--- config.mk ---
export PLATFORM = sky130hd
export DESIGN_NAME = nms_peak_detector
export DESIGN_NICKNAME = d
export VERILOG_FILES = /design/src/rtl/nms_pkg.sv /design/src/rtl/nms_result_fifo.sv /design/src/rtl/nms_peak_detector.sv
export SDC_FILE = /design/constraint.sdc
export NUM_CORES = 1
export LEC_CHECK = 0
export ABC_CLOCK_PERIOD_IN_PS = 8000
export BUFFER_PORTS_ARGS = -buffer_cell sky130_fd_sc_hd__buf_2
export CORE_ASPECT_RATIO = 1.1
export CORE_MARGIN = 3
export CORE_UTILIZATION = 40
export CTS_BUF_LIST = sky130_fd_sc_hd__clkbuf_2
export DETAILED_ROUTE_END_ITERATION = 12
export HOLD_SLACK_MARGIN = 0.12
export SETUP_SLACK_MARGIN = 0.2
export SLEW_MARGIN = 10
export SYNTH_ARGS = -nofsm -noshare
export SYNTH_HDL_FRONTEND = slang
export SYNTH_HIERARCHICAL = 1
export SYNTH_SLANG_ARGS = --single-unit
--- constraint.sdc ---
create_clock -name clock -period 8 [get_ports clock]
set_input_delay 1.6 -clock clock [delete_from_list [all_inputs] [get_ports clock]]
set_output_delay 1.6 -clock clock [all_outputs]
set_load 0.03 [all_outputs]
--- src/rtl/nms_pkg.sv ---
// Shared types and constants for the FAST9 NMS peak-detect stage.
// Holds register-file indices, default widths, FSM state enum and result record.
// Imported by nms_peak_detector and nms_result_fifo.
package nms_pkg;

  localparam int         NEIGH_N     = 8;
  localparam logic [3:0] CENTER_IDX  = 4'd8;

  localparam int         SCORE_W_DEF = 8;
  localparam int         ADDR_W_DEF  = 15;

  typedef enum logic {
    COLLECT = 1'b0,
    EVAL    = 1'b1
  } nms_state_t;

  // Result record at the default widths, as seen by the result writer.
  typedef struct packed {
    logic [ADDR_W_DEF-1:0]  addr;
    logic [SCORE_W_DEF-1:0] score;
  } nms_result_t;

endpackage

--- src/rtl/nms_result_fifo.sv ---
// Purpose: small synchronous FIFO holding surviving corners for the result writer.
// Latency: a push is visible at the head on the next cycle; no combinational bypass.
// Backpressure: pop on pop_rdy && !empty; push into a full FIFO is dropped (drop pulses)
//   unless a pop happens in the same cycle, in which case it is accepted.
// Ports: clock/reset (sync, active-high); push_vld/push_dat; pop_rdy; pop_dat (zero
//   when empty); full, empty, drop status.
module nms_result_fifo
  import nms_pkg::*;
#(
  parameter int W     = ADDR_W_DEF + SCORE_W_DEF,
  parameter int DEPTH = 4
) (
  input  logic         clock,
  input  logic         reset,
  input  logic         push_vld,
  input  logic [W-1:0] push_dat,
  input  logic         pop_rdy,
  output logic [W-1:0] pop_dat,
  output logic         full,
  output logic         empty,
  output logic         drop
);

  localparam int AW = $clog2(DEPTH);

  logic [W-1:0] mem_q [DEPTH];
  logic [W-1:0] mem_d [DEPTH];
  logic [AW:0]  wr_ptr_q, wr_ptr_d;
  logic [AW:0]  rd_ptr_q, rd_ptr_d;
  logic         pop;
  logic         push_acc;

  // Extra pointer MSB distinguishes full from empty when the indices match.
  assign empty    = (wr_ptr_q == rd_ptr_q);
  assign full     = (wr_ptr_q[AW] != rd_ptr_q[AW]) &&
                    (wr_ptr_q[AW-1:0] == rd_ptr_q[AW-1:0]);
  assign pop      = pop_rdy && !empty;
  assign push_acc = push_vld && (!full || pop);
  assign drop     = push_vld && full && !pop;
  assign pop_dat  = empty ? '0 : mem_q[rd_ptr_q[AW-1:0]];

  always_comb begin
    mem_d    = mem_q;
    wr_ptr_d = wr_ptr_q;
    rd_ptr_d = rd_ptr_q;
    if (push_acc) begin
      mem_d[wr_ptr_q[AW-1:0]] = push_dat;
      wr_ptr_d = wr_ptr_q + {{AW{1'b0}}, 1'b1};
    end
    if (pop) begin
      rd_ptr_d = rd_ptr_q + {{AW{1'b0}}, 1'b1};
    end
  end

  always_ff @(posedge clock) begin
    if (reset) begin
      wr_ptr_q <= '0;
      rd_ptr_q <= '0;
    end else begin
      wr_ptr_q <= wr_ptr_d;
      rd_ptr_q <= rd_ptr_d;
    end
  end

  // Storage is not reset; the pointers alone define what is valid.
  always_ff @(posedge clock) begin
    mem_q <= mem_d;
  end

endmodule

--- src/rtl/nms_peak_detector.sv ---
// Purpose: capture 8 neighbour + centre FAST scores, decide strict local maximum, queue corners.
// Latency: readen edge = cycle 0, EVAL in cycle 1, cornerValid rises in cycle 2 (empty FIFO).
// Backpressure: cornerValid/cornerReady pop; a corner arriving at a full FIFO without a pop is
//   dropped and sets sticky overflow.
// Ports: clock, reset (sync, active-high); regWe/regAddr/scoreIn score writes; readen/refAddr
//   evaluation start; cornerValid/cornerReady/cornerAddr/cornerScore result stream; busy,
//   overflow, protoErr status.
// Build option: define NMS_TIEBREAK_EN for the asymmetric tie-break (>= on neighbours 0-3).
module nms_peak_detector
  import nms_pkg::*;
#(
  parameter int SCORE_W    = SCORE_W_DEF,
  parameter int ADDR_W     = ADDR_W_DEF,
  parameter int FIFO_DEPTH = 4
) (
  input  logic               clock,
  input  logic               reset,
  input  logic               regWe,
  input  logic [3:0]         regAddr,
  input  logic [SCORE_W-1:0] scoreIn,
  input  logic               readen,
  input  logic [ADDR_W-1:0]  refAddr,
  output logic               cornerValid,
  input  logic               cornerReady,
  output logic [ADDR_W-1:0]  cornerAddr,
  output logic [SCORE_W-1:0] cornerScore,
  output logic               busy,
  output logic               overflow,
  output logic               protoErr
);

  localparam int RES_W = ADDR_W + SCORE_W;

  // Score register file: entries 0-7 neighbours, 8 centre. Deliberately not reset.
  logic [SCORE_W-1:0] score_q [NEIGH_N+1];
  logic [SCORE_W-1:0] score_d [NEIGH_N+1];

  nms_state_t         state_q, state_d;
  logic [ADDR_W-1:0]  ctr_addr_q, ctr_addr_d;
  logic               overflow_q, overflow_d;
  logic               proto_err_q, proto_err_d;

  logic               is_corner;
  logic               push_vld;
  logic [RES_W-1:0]   push_dat;
  logic [RES_W-1:0]   head_dat;
  logic               fifo_full;
  logic               fifo_empty;
  logic               fifo_drop;
  logic               unused_fifo_full;

  // Writes are accepted in every state, so a centre write in the readen cycle
  // lands at the same edge that enters EVAL and is what EVAL compares against.
  always_comb begin
    score_d = score_q;
    if (regWe && (regAddr <= CENTER_IDX)) begin
      score_d[regAddr] = scoreIn;
    end
  end

  always_ff @(posedge clock) begin
    score_q <= score_d;
  end

  always_comb begin
    is_corner = (score_q[CENTER_IDX] != '0);
    for (int i = 0; i < NEIGH_N; i++) begin
`ifdef NMS_TIEBREAK_EN
      // Lower half wins ties so an equal-score plateau keeps exactly one corner.
      if (i < NEIGH_N / 2) begin
        if (score_q[CENTER_IDX] < score_q[i]) is_corner = 1'b0;
      end else begin
        if (score_q[CENTER_IDX] <= score_q[i]) is_corner = 1'b0;
      end
`else
      if (score_q[CENTER_IDX] <= score_q[i]) is_corner = 1'b0;
`endif
    end
  end

  always_comb begin
    state_d     = state_q;
    ctr_addr_d  = ctr_addr_q;
    proto_err_d = proto_err_q;
    overflow_d  = overflow_q | fifo_drop;
    push_vld    = 1'b0;
    case (state_q)
      COLLECT: begin
        if (readen) begin
          state_d    = EVAL;
          ctr_addr_d = refAddr;
        end
      end
      EVAL: begin
        state_d  = COLLECT;
        push_vld = is_corner;
        // A second readen before the decision completes is a controller bug.
        if (readen) proto_err_d = 1'b1;
      end
      default: state_d = COLLECT;
    endcase
  end

  always_ff @(posedge clock) begin
    if (reset) begin
      state_q     <= COLLECT;
      ctr_addr_q  <= '0;
      overflow_q  <= 1'b0;
      proto_err_q <= 1'b0;
    end else begin
      state_q     <= state_d;
      ctr_addr_q  <= ctr_addr_d;
      overflow_q  <= overflow_d;
      proto_err_q <= proto_err_d;
    end
  end

  assign push_dat = {ctr_addr_q, score_q[CENTER_IDX]};

  // The FIFO is reset in the same edge as the FSM, so a decision pending in EVAL
  // when reset is asserted never lands in the queue.
  nms_result_fifo #(
    .W     (RES_W),
    .DEPTH (FIFO_DEPTH)
  ) u_fifo (
    .clock    (clock),
    .reset    (reset),
    .push_vld (push_vld),
    .push_dat (push_dat),
    .pop_rdy  (cornerReady),
    .pop_dat  (head_dat),
    .full     (fifo_full),
    .empty    (fifo_empty),
    .drop     (fifo_drop)
  );

  assign unused_fifo_full = fifo_full;

  assign cornerValid = !fifo_empty;
  assign cornerAddr  = head_dat[RES_W-1:SCORE_W];
  assign cornerScore = head_dat[SCORE_W-1:0];
  assign busy        = (state_q == EVAL);
  assign overflow    = overflow_q;
  assign protoErr    = proto_err_q;

endmodule
# [After elaboration in Yosys (flattened, before gate mapping)]
# Index checks and enable logic that the tools add are counted.
[classes] reduce_logical=15 n_mux=21 bitwise=5 eq_ne=3 magnitude_cmp=14 n_addsub=2
[ops] operator="92-bit bitwise mux" n=1
[ops] operator="23-bit two-way mux" n=4
[ops] operator="72-bit bitwise mux" n=1
[ops] operator="8-bit <= comparator" n=8
[ops] operator="23-bit binary-select mux with 2-bit select" n=1
[ops] operator="23-bit demux with 2-bit select" n=1
[ops] operator="8-bit demux with 4-bit select" n=1
[ops] operator="1-bit two-way mux" n=10
[ops] operator="1-bit logical AND" n=8
[ops] operator="8-bit two-way mux" n=1
[ops] operator="8-bit nonzero test" n=1
[ops] operator="3-bit by 1-bit adder with 3-bit output (second input constant)" n=2
[ops] operator="3-bit greater-or-equal comparator (second input constant)" n=2
[ops] operator="2-bit NOT with 3-bit output" n=2
[ops] operator="5-bit greater-or-equal comparator (second input constant)" n=1
[ops] operator="5-bit by 1-bit < comparator with 1-bit output (second input constant)" n=1
[ops] operator="4-bit NOT with 5-bit output" n=1
[ops] operator="4-bit <= comparator (second input constant)" n=1
[ops] operator="2-bit AND reduction" n=2
[ops] operator="3-bit equality test" n=1
[ops] operator="1-bit logical NOT" n=3
[ops] operator="3-bit by 1-bit < comparator with 1-bit output (second input constant)" n=1
[ops] operator="2-bit equality test" n=1
[ops] operator="1-bit case mux with 2 select lines" n=1
[ops] operator="other kinds (4)" n=4
[totals] register_bits=188 elab_cells=79 out_inout_bits=27 in_bits=32

# [Depth between registers and ports, before layout]
# Gate-level depths: netlist of run 1.
[depth] depth_word=13 depth_mapped=11 ltp_nobuf=11

# [Cells and area by module]
# Netlist of run 1, hierarchy kept.
[by_module_without_submodules] mod="nms_peak_detector" cells_each=382 area_each_um2=4454.3 instances=1 seq_area_each_um2=2522.4
[by_module_without_submodules] mod="nms_result_fifo" cells_each=199 area_each_um2=3930.0 instances=1 seq_area_each_um2=2882.8

# [Least setup slack after synthesis of run 1]
# No wires, ideal clock.
[synth_timing] path_type="register to register" from="reg score_q, in the netlist push_dat[6]" to="reg u_fifo.wr_ptr_q[2]" setup_slack_ps=4368 required_time_ps=7876 arrival_time_ps=3508 period_less_slack_ps=3632 setup_ps=124 path_buffers=0 path_stages_with_launch=11 cell_sequence="edfxtp_1 -> ha_1 -> nand4_2 -> nor2_2 -> nor4_2 -> nand3_1 -> a211oi_2 -> and4_1 -> nand2_1 -> a41oi_1 -> mux2_2"
[synth_via] elab_chain_cells=11 elab_cells_between_ends=19 classes_between="8 x order compare; 9 x mux; 2 x reduce/logical"
[synth_lines] item="from (decl)" line="nms_peak_detector.sv:35" text="logic [SCORE_W-1:0] score_q [NEIGH_N+1];"
[synth_lines] item="from (signal assigned)" line="nms_peak_detector.sv:62" text="score_q <= score_d;"
[synth_lines] item="8-bit <= comparator / 8-bit nonzero test (equally long branches)" line="nms_peak_detector.sv:76, nms_peak_detector.sv:66"
[synth_lines] item="1-bit two-way mux (7 in a row)" line="nms_peak_detector.sv:76" text="if (score_q[CENTER_IDX] <= score_q[i]) is_corner = 1'b0;"
[synth_lines] item="1-bit two-way mux (*)" line="nms_peak_detector.sv:76"
[synth_lines] item="1-bit two-way mux (*)" line="nms_peak_detector.sv:87" text="case (state_q)"
[synth_lines] item="via push_vld" line="nms_peak_detector.sv:44" text="logic push_vld;"
[synth_lines] item="1-bit logical AND (*)" line="nms_result_fifo.sv:38" text="assign push_acc = push_vld && (!full || pop);"
[synth_lines] item="to (signal assigned)" line="nms_result_fifo.sv:60" text="wr_ptr_q <= wr_ptr_d;"
[synth_lines] item="to (decl)" line="nms_result_fifo.sv:28" text="logic [AW:0] wr_ptr_q, wr_ptr_d;"
# Mark *: on every way through the listed nets, which the timed path passes. The rest lies on a longest branch.
# A chain may end at the register's enable or synchronous reset.

# [Final worst setup path of run 1]
[layout_timing] from="reg u_fifo.rd_ptr_q[0]" to="out cornerAddr[1]"
[layout_via] elab_cells_between_ends=6 classes_between="1 x eq/ne; 4 x mux; 1 x bitwise"
[layout_rtl] item="from (decl)" line="nms_result_fifo.sv:29" text="logic [AW:0] rd_ptr_q, rd_ptr_d;"
[layout_rtl] item="from (signal assigned)" line="nms_result_fifo.sv:61" text="rd_ptr_q <= rd_ptr_d;"
[layout_rtl] item="3-bit equality test" line="nms_result_fifo.sv:34" text="assign empty = (wr_ptr_q == rd_ptr_q);"
[layout_rtl] item="via fifo_empty" line="nms_peak_detector.sv:48" text="logic fifo_empty;"
[layout_rtl] item="23-bit two-way mux" line="nms_result_fifo.sv:40" text="assign pop_dat = empty ? '0 : mem_q[rd_ptr_q[AW-1:0]];"
[layout_rtl] item="to (decl)" line="nms_peak_detector.sv:25" text="output logic [ADDR_W-1:0] cornerAddr,"
# The timed path passes the listed nets, and every way through them passes these cells. The select of a mux whose other input is x is not followed.

==> flow_summary.toml, run 1 <==
[clock_tree]
cts.sinks = 188
cts_hold_buf = 0
post_cts_buffers = 0
clockRootBuffer = "clkbuf_2"
clk_latency_ns = 0.73
cts.clk_slew.worst_paths_ns = 0.26
cts_resized = 0
cts_max_level = 4
clock_path_buffers = 2
cts_buffers = 17
cts_tree = "yes"

[synth]
syn_area_per_cell_um2 = 14.4
syn_inst = 580
syn_area_um2 = 8380
yosys_warnings = 6
synth_nets = 681

[worst_setup_path]
worstRegToRegCells = 10
rr_startpoint = "push_dat[7]"
cp.arrival_ns = 3.19
timing.rr.end = "u_fifo/mem_q[76]"
cp_num_buf_inv = 1
crit_cells = 4
slowest_delay_ns = 1.04
worstPathMaxFanout = 28
crit_chain = "xor2_1, nor3_4, nor2b_1, buf_2"
cp-end-kind = "primary output"
worstSetupStartpointType = "register"
ff2ff_setup_slack_ns = 4.25
worst-setup-path-type = "register to primary output"
critPathSlowestCell = "dfxtp_2"
required_ns = 6.40
path_delay_family = "flip-flops"

[grt]
antenna_found_initial = 0
grt_max_degree = 29
grt_first_pass_wirelength_um = 25900
grt_pass1_vias = 4875
gr-total-overflow = 0
grt_usage_pct = 15.1

[power]
pwr_density_cell_nw_per_um2 = 189
irDropWorstVdd_mv = 0.0948
p_leak_nw = 3.53

[floorplanning]
num_rows = 54
chipHeight_um = 158
start_util_pct = 41.5
io_pins = 59
dieArea_um2 = 22700
die_w_um = 144
core_um2 = 20200

[placed_design]
gp_congestion = 0.825
detailed_place_hpwl_um = 11100
portBuffers = 58
dp_slack_ns = 3.87

[sta]
max_freq_ghz = 0.209
slew_viol_final = 0
setup-violations-final = 0
finalCriticalPeriod_ns = 4.79
setup_slack_ns = 3.21
slew_headroom_pct = 21.4
fin_setup_tns_ns = 0
skew_ns = 0.0327
hold_viol = 0
period_share_pct = 59.8
tightestPinTransition_ns = 1.17
rsz0062_at_grt = "false"

[layout]
fill_cells = 1779
drive_gt1_share_pct = 20.4
num-nets-final = 750
area_growth_pct = 10.0
diodes = 0

[worst_hold_path]
hp-class = "register to register"
holdPathEnd = "overflow"
min_from = "overflow"
whs_path_depth = 2

[drt]
vias = 4712
viasPerCell = 5.16
detail_route.wl_per_cell_um = 18.0
drt_wl_total_um = 16500
drt-pass1-iter-count = 4
dr.first_iter.drc_count = 230
antenna_left = 0
drcViolationCount = 0

[job]
maxCapViolCount = 0

[run_status]
outcome = "finished clean"
-- layout by cell type, fill, tap and decap left out, drive strengths merged, types with 2 or more instances in the layout --
cell type / instances
edfxtp: 164
ha: 69
inv: 68
buf: 64
nand2: 44
a21oi: 38
nor2b: 34
dfxtp: 24
mux4: 23
nor2: 22
clkbuf: 19
nand4: 15
a211oi: 8
o21ai: 6
nand3: 6
clkinv: 6
nand2b: 5
nor3: 5
nor4: 5
o211ai: 5
a21o: 4
a31oi: 3
xnor2: 3
xor2: 3
and2: 3
mux2: 3
bufinv: 2
mux2i: 2
-- power breakdown --
| group | internal [mW] | leakage [nW] | switching, mW |
|---|---|---|---|
| Combinational | 0.0659 | 1.70 | 0.111 |
| Clock | 0.149 | 0.146 | 0.318 |
| Sequential | 1.08 | 1.68 | 0.0226 |
-- final cells by class --
cell class	instances	area (um2)	area share (%)
clock buffers	19	95.1	1.03
clock inverters	13	140	1.52
inverters	64	240	2.61
multi-input cells	314	2690	29.2
flip-flops and latches	188	5410	58.6
well taps	252	315	3.42
repair buffers	64	335	3.64
-- how the worst max path moves through the flow --
stage,from,to
3_5_place_dp,u_fifo/rd_ptr_q[0],cornerAddr[1]
4_1_cts,u_fifo/rd_ptr_q[0],cornerAddr[1]
5_1_grt,u_fifo/rd_ptr_q[0],cornerAddr[1]
6_report,u_fifo/rd_ptr_q[0],cornerAddr[1]
2_1_floorplan,push_dat[6],u_fifo/wr_ptr_q[2]
3_3_place_gp,u_fifo/rd_ptr_q[0],cornerScore[6]
-- worst register-to-register path, delay by kind of cell (launching register included) --
| kind | cells | cell delay [ns] |
|---|---|---|
| AND/OR/NAND/NOR | 6 | 1.47 |
| buffers and inverters | 1 | 0.38 |
| adder cells (fa/ha/maj) | 1 | 0.36 |
| flip-flops | 1 | 0.79 |
| AO/OA/AOI/OAI | 2 | 0.46 |
-- stage by stage --
step           hold slack (ns)  cell area, um2  instances  total power, mW  utilization [%]
2_1_floorplan            0.460            8380        580             1.24                -
3_3_place_gp             0.443            8980        882             1.29             44.5
3_5_place_dp             0.452            8980        882             1.30             44.5
4_1_cts                  0.497            9220        914             1.77             45.6
5_1_grt                  0.537            9220        914             1.82             45.6
6_report                 0.490            9220        914             1.74             45.6
-- flip-flops by register name (all words and copies together), names as in the netlist --
name and count:
u_fifo/mem_q 92, score_q 64, ctr_addr_q 15, push_dat 8
u_fifo/rd_ptr_q 3, u_fifo/wr_ptr_q 3, busy 1, overflow 1
protoErr 1
-- per-layer routing --
layer	GRT usage, %	up-vias	wire [um]
li1	-	2282	-
met1	18.6	2320	7210
met2	26.7	89	8450
met3	3.08	21	616
met4	4.62	0	209
met5	0	-	0
Note: power is estimated with default switching activity, not from simulation.
==> inputs of run 2 (changes only) <==
- ABC_CLOCK_PERIOD_IN_PS: 8000 -> 4800
- clock period: 8 -> 4.8 ns (I/O delays scaled with it)
==> run 2 against run 1 <==
Sequential cell count stayed put. Clock power is 51% higher. Register-to-register slack worse by 3.2 ns. Non-clock buffer count is 2 higher. Global-route usage is 0.83 points higher. Utilization is 0.11 points lower. Cell area is 0.24% lower. Final cell count is 0.11% higher. Sequential share of layout area is 0.14 points higher. Hold slack worse by 0.034 ns. Routed wire length is 4.8% higher. Worst setup slack worse by 2.3 ns.
==> flow_summary.toml, run 2 (synthesis results as in run 1) <==
[run_status]
outcome = "finished clean"

[sta]
setup_slack_ns = 0.890
skew_ns = 0.0433
slew_headroom_pct = 27.6
setup-violations-final = 0
fin_setup_tns_ns = 0
max_freq_ghz = 0.256
rsz0062_at_grt = "false"
slew_viol_final = 0
finalCriticalPeriod_ns = 3.91
tightestPinTransition_ns = 1.08
period_share_pct = 81.5
hold_viol = 0

[clock_tree]
clock_path_buffers = 2
post_cts_buffers = 0
cts.sinks = 188
cts_resized = 0
clockRootBuffer = "clkbuf_2"
cts_buffers = 17
clk_latency_ns = 0.72
cts.clk_slew.worst_paths_ns = 0.25
cts_max_level = 4
cts_hold_buf = 0
cts_tree = "yes"

[drt]
top_layer_used = "met4"
wl_met2_um = 9120
drt-pass1-iter-count = 4
met3_length_um = 621
antenna_left = 0
wl_met1_um = 7240
viasPerCell = 5.26
drt_wl_total_um = 17300
drcViolationCount = 0
detail_route.wl_per_cell_um = 18.9
vias = 4810
dr.first_iter.drc_count = 234

[floorplanning]
start_util_pct = 41.5
core_um2 = 20200
dieArea_um2 = 22700
die_w_um = 144
chipHeight_um = 158
io_pins = 59
num_rows = 54

[grt]
grt_first_pass_wirelength_um = 27200
grt_pass1_vias = 5123
grt_max_degree = 28
gr-total-overflow = 0
antenna_found_initial = 1
grt_usage_pct = 15.9

[placed_design]
dp_slack_ns = 1.06
gp_congestion = 0.862
portBuffers = 58
detailed_place_hpwl_um = 12200

[worst_setup_path]
slowest_delay_ns = 0.89
worstPathMaxFanout = 27
worstSetupStartpointType = "register"
path_delay_family = "simple AND/OR/NAND/NOR gates"
required_ns = 3.84
crit_chain = "buf_4, xor2_1, nor3_4, nor2b_1, buf_2"
cp_num_buf_inv = 2
cp.arrival_ns = 2.95
worst-setup-path-type = "register to primary output"
critPathSlowestCell = "nor3_4"
cp-end-kind = "primary output"

[layout]
num-nets-final = 752
utilization_pct = 45.5
drive_gt1_share_pct = 20.7
largest_reg_flops = 92
area_growth_pct = 9.76
final_cell_mix = "edfxtp_1, ha_1, inv_1"
regMostFlops = "u_fifo/mem_q"
fill_cells = 1782
layout_commonest_cell = "edfxtp_1"
top_regs = "u_fifo/mem_q: 92 flops, score_q: 64 flops, ctr_addr_q: 15 flops"

[power]
p_leak_nw = 3.52
pwr_density_cell_nw_per_um2 = 309
irDropWorstVdd_mv = 0.181

[job]
maxCapViolCount = 0

[worst_hold_path]
hp-class = "input port to register"
-- run 2: changes by cell type in the layout (fill, tap and decap cells not counted) --
cell,delta
clkinv_2,+2
bufinv_16,-1
clkbuf_2,+1
inv_6,-2
buf_4,+2
diode_2,+1
clkinv_1,-2
-- run 2: final timing paths --
check,from,end,slack [ns],cells past startpoint
min,refAddr[1],ctr_addr_q[1],0.46,3
max reg2reg,push_dat[6],u_fifo/mem_q[59],1.04,9
min reg2reg,overflow,overflow,0.49,2
max,u_fifo/rd_ptr_q[1],cornerScore[7],0.89,5
-- run 2: power by group --
part	switching [mW]	internal [mW]	leakage, nW
clock	0.513	0.191	0.132
combinational	0.208	0.111	1.71
sequential	0.0213	1.80	1.68
-- run 2: stage by stage --
step                      instance area [um2]  hold slack, ns  power [mW]  std cells
after global routing                     9200           0.347        2.97        915
after CTS                                9190           0.379        2.87        914
after floorplan                          8380           0.460        2.07        580
after global placement                   9000           0.446        2.17        884
after detailed placement                 9000           0.461        2.18        884
final                                    9200           0.455        2.84        915
-- run 2: cell type report --
cell class	instances	area, um2	area share, %
diodes	1	2.50	0.0272
clock buffers	20	100	1.09
clock inverters	10	95.1	1.03
inverters	64	240	2.61
multi-input cells	314	2690	29.2
flip-flops and latches	188	5410	58.8
well taps	252	315	3.43
repair buffers	66	350	3.81
-- run 2: tightest hold or removal path: stages --
cell	delay, ns
buf_2	0.10
nand2_1	0.04
a21oi_1	0.05
-- run 2: layer usage --
metal | vias to the layer above | global-route usage [%]
met4 | 0 | 4.84
met2 | 105 | 29.2
met5 | - | 0
met1 | 2398 | 18.5
li1 | 2284 | -
met3 | 23 | 3.53
==> inputs of run 3 (changes only) <==
- ABC_AREA: not set -> 1
- ABC_CLOCK_PERIOD_IN_PS: 4800 -> 3500
- clock period: 4.8 -> 3.5 ns (I/O delays scaled with it)
==> run 3 against run 2 <==
Synthesized cell count rose by 39%. Largest power group unchanged. Critical path type unchanged. Clock power grew 49%. Total power grew 32%. Highest routed layer unchanged.
==> flow_summary.toml, run 3 <==
[grt]
grt_pass1_vias = 5509
grt_max_degree = 49
antenna_found_initial = 1
gr-total-overflow = 0
grt_usage_pct = 15.3
grt_first_pass_wirelength_um = 28300

[placed_design]
place_inst = 1147
place_area_um2 = 9360
gp_congestion = 0.824
detailed_place_hpwl_um = 11800
portBuffers = 58

[floorplanning]
die_w_um = 147
chipHeight_um = 161
core_um2 = 21400
io_pins = 59
num_rows = 56
start_util_pct = 40.8
dieArea_um2 = 23600

[sta]
tightestPinTransition_ns = 0.924
setup-violations-final = 0
fin_hold_ws_ns = 0.216
fin_setup_tns_ns = 0
max_freq_ghz = 0.329
skew_ns = 0.0399
rsz0062_at_grt = "false"
slew_viol_final = 0
slew_headroom_pct = 38.2
finalCriticalPeriod_ns = 3.04
hold_viol = 0
period_share_pct = 86.8

[clock_tree]
clock_path_buffers = 2
clockRootBuffer = "clkbuf_2"
cts_tree = "yes"
cts.clk_slew.worst_paths_ns = 0.25
cts_max_level = 4
cts.sinks = 188
post_cts_buffers = 0
cts_buffers = 17
clk_latency_ns = 0.73

[drt]
drt-pass1-iter-count = 4
dr.first_iter.drc_count = 240
drcViolationCount = 0
antenna_left = 0
vias = 5606
viasPerCell = 4.69
drt_wl_total_um = 17700
detail_route.wl_per_cell_um = 14.8

[layout]
layout_commonest_cell = "edfxtp_1"
drive_gt1_share_pct = 15.2
largest_reg_flops = 92
num-nets-final = 992
finalNonFillerCells = 1196
area_growth_pct = 11.9
stdcell_area_um2 = 9750
regMostFlops = "u_fifo/mem_q"
final_cell_mix = "edfxtp_1, nand2_1, inv_1"
top_regs = "u_fifo/mem_q: 92 flops, score_q: 64 flops, ctr_addr_q: 15 flops"

[worst_setup_path]
cp_num_buf_inv = 3
required_ns = 2.80
critPathSlowestCell = "dfxtp_2"
cp-end-kind = "primary output"
worstPathMaxFanout = 10
worst-setup-path-type = "register to primary output"
crit_chain = "clkinvlp_2, o21ai_0, o22ai_1, nand2_1, inv_1, buf_2"
cp.arrival_ns = 2.34
worstSetupStartpointType = "register"
slowest_delay_ns = 0.49
path_delay_family = "buffers and inverters"

[synth]
syn_inst = 804
syn_area_um2 = 8710
syn_area_per_cell_um2 = 10.8
yosys_warnings = 6
synth_nets = 905

[run_status]
outcome = "finished clean"

[job]
maxCapViolCount = 0

[worst_hold_path]
hp-class = "input port to register"

[power]
irDropWorstVdd_mv = 0.239
pwr_density_cell_nw_per_um2 = 383
finalPower_mw = 3.74
p_leak_nw = 4.26
-- run 3: cell type report --
type	count	area (um2)
sequential	188	5410
tap	290	363
timing repair buffer	87	547
fill	2046	11600
timing repair inverter	1	5.00
inverter	130	492
antenna	2	5.00
multi-input combinational	466	2700
clock inverter	13	129
clock buffer	19	95.1
-- run 3: routing by layer --
metal  global-route usage, %  wire [um]
met5                       0          0
met4                    3.21        128
met3                    3.30        581
met2                    27.3       8860
met1                    19.3       8100
-- run 3: worst paths after layout --
path                           start                to  slack (ns)  cells after the start
setup reg to reg         push_dat[6]  u_fifo/mem_q[75]        0.67                     12
hold / removal                readen          protoErr        0.22                      3
setup / recovery  u_fifo/rd_ptr_q[0]     cornerAddr[0]        0.46                      6
hold reg to reg             overflow          overflow        0.49                      2
-- run 3: report_power, final --
| part | leakage [nW] | switching (mW) | total, mW | internal [mW] |
|---|---|---|---|---|
| Combinational | 2.43 | 0.130 | 0.203 | 0.0730 |
| Clock | 0.143 | 0.768 | 1.05 | 0.286 |
| Sequential | 1.69 | 0.0255 | 2.48 | 2.46 |
-- run 3: metrics by stage --
stage                     util (%)  worst slack (ns)
after CTS                     45.3             0.210
after global placement        43.8             0.732
after floorplan                  -             0.427
final                         45.6             0.463
after detailed placement      43.8             0.681
after global routing          45.6             0.247
-- run 3: what timing repair did --
item	CTS	global route
gates resized for setup	1	3
setup endpoints to repair	3	24
hold buffers	10	4
gates cloned	0	1
hold endpoints to repair	10	4
pin swaps	0	0
-- run 3: tightest hold or removal path, cell delays in order --
cell,delay (ns)
buf_2,0.09
a21oi_1,0.06
nor2_1,0.07
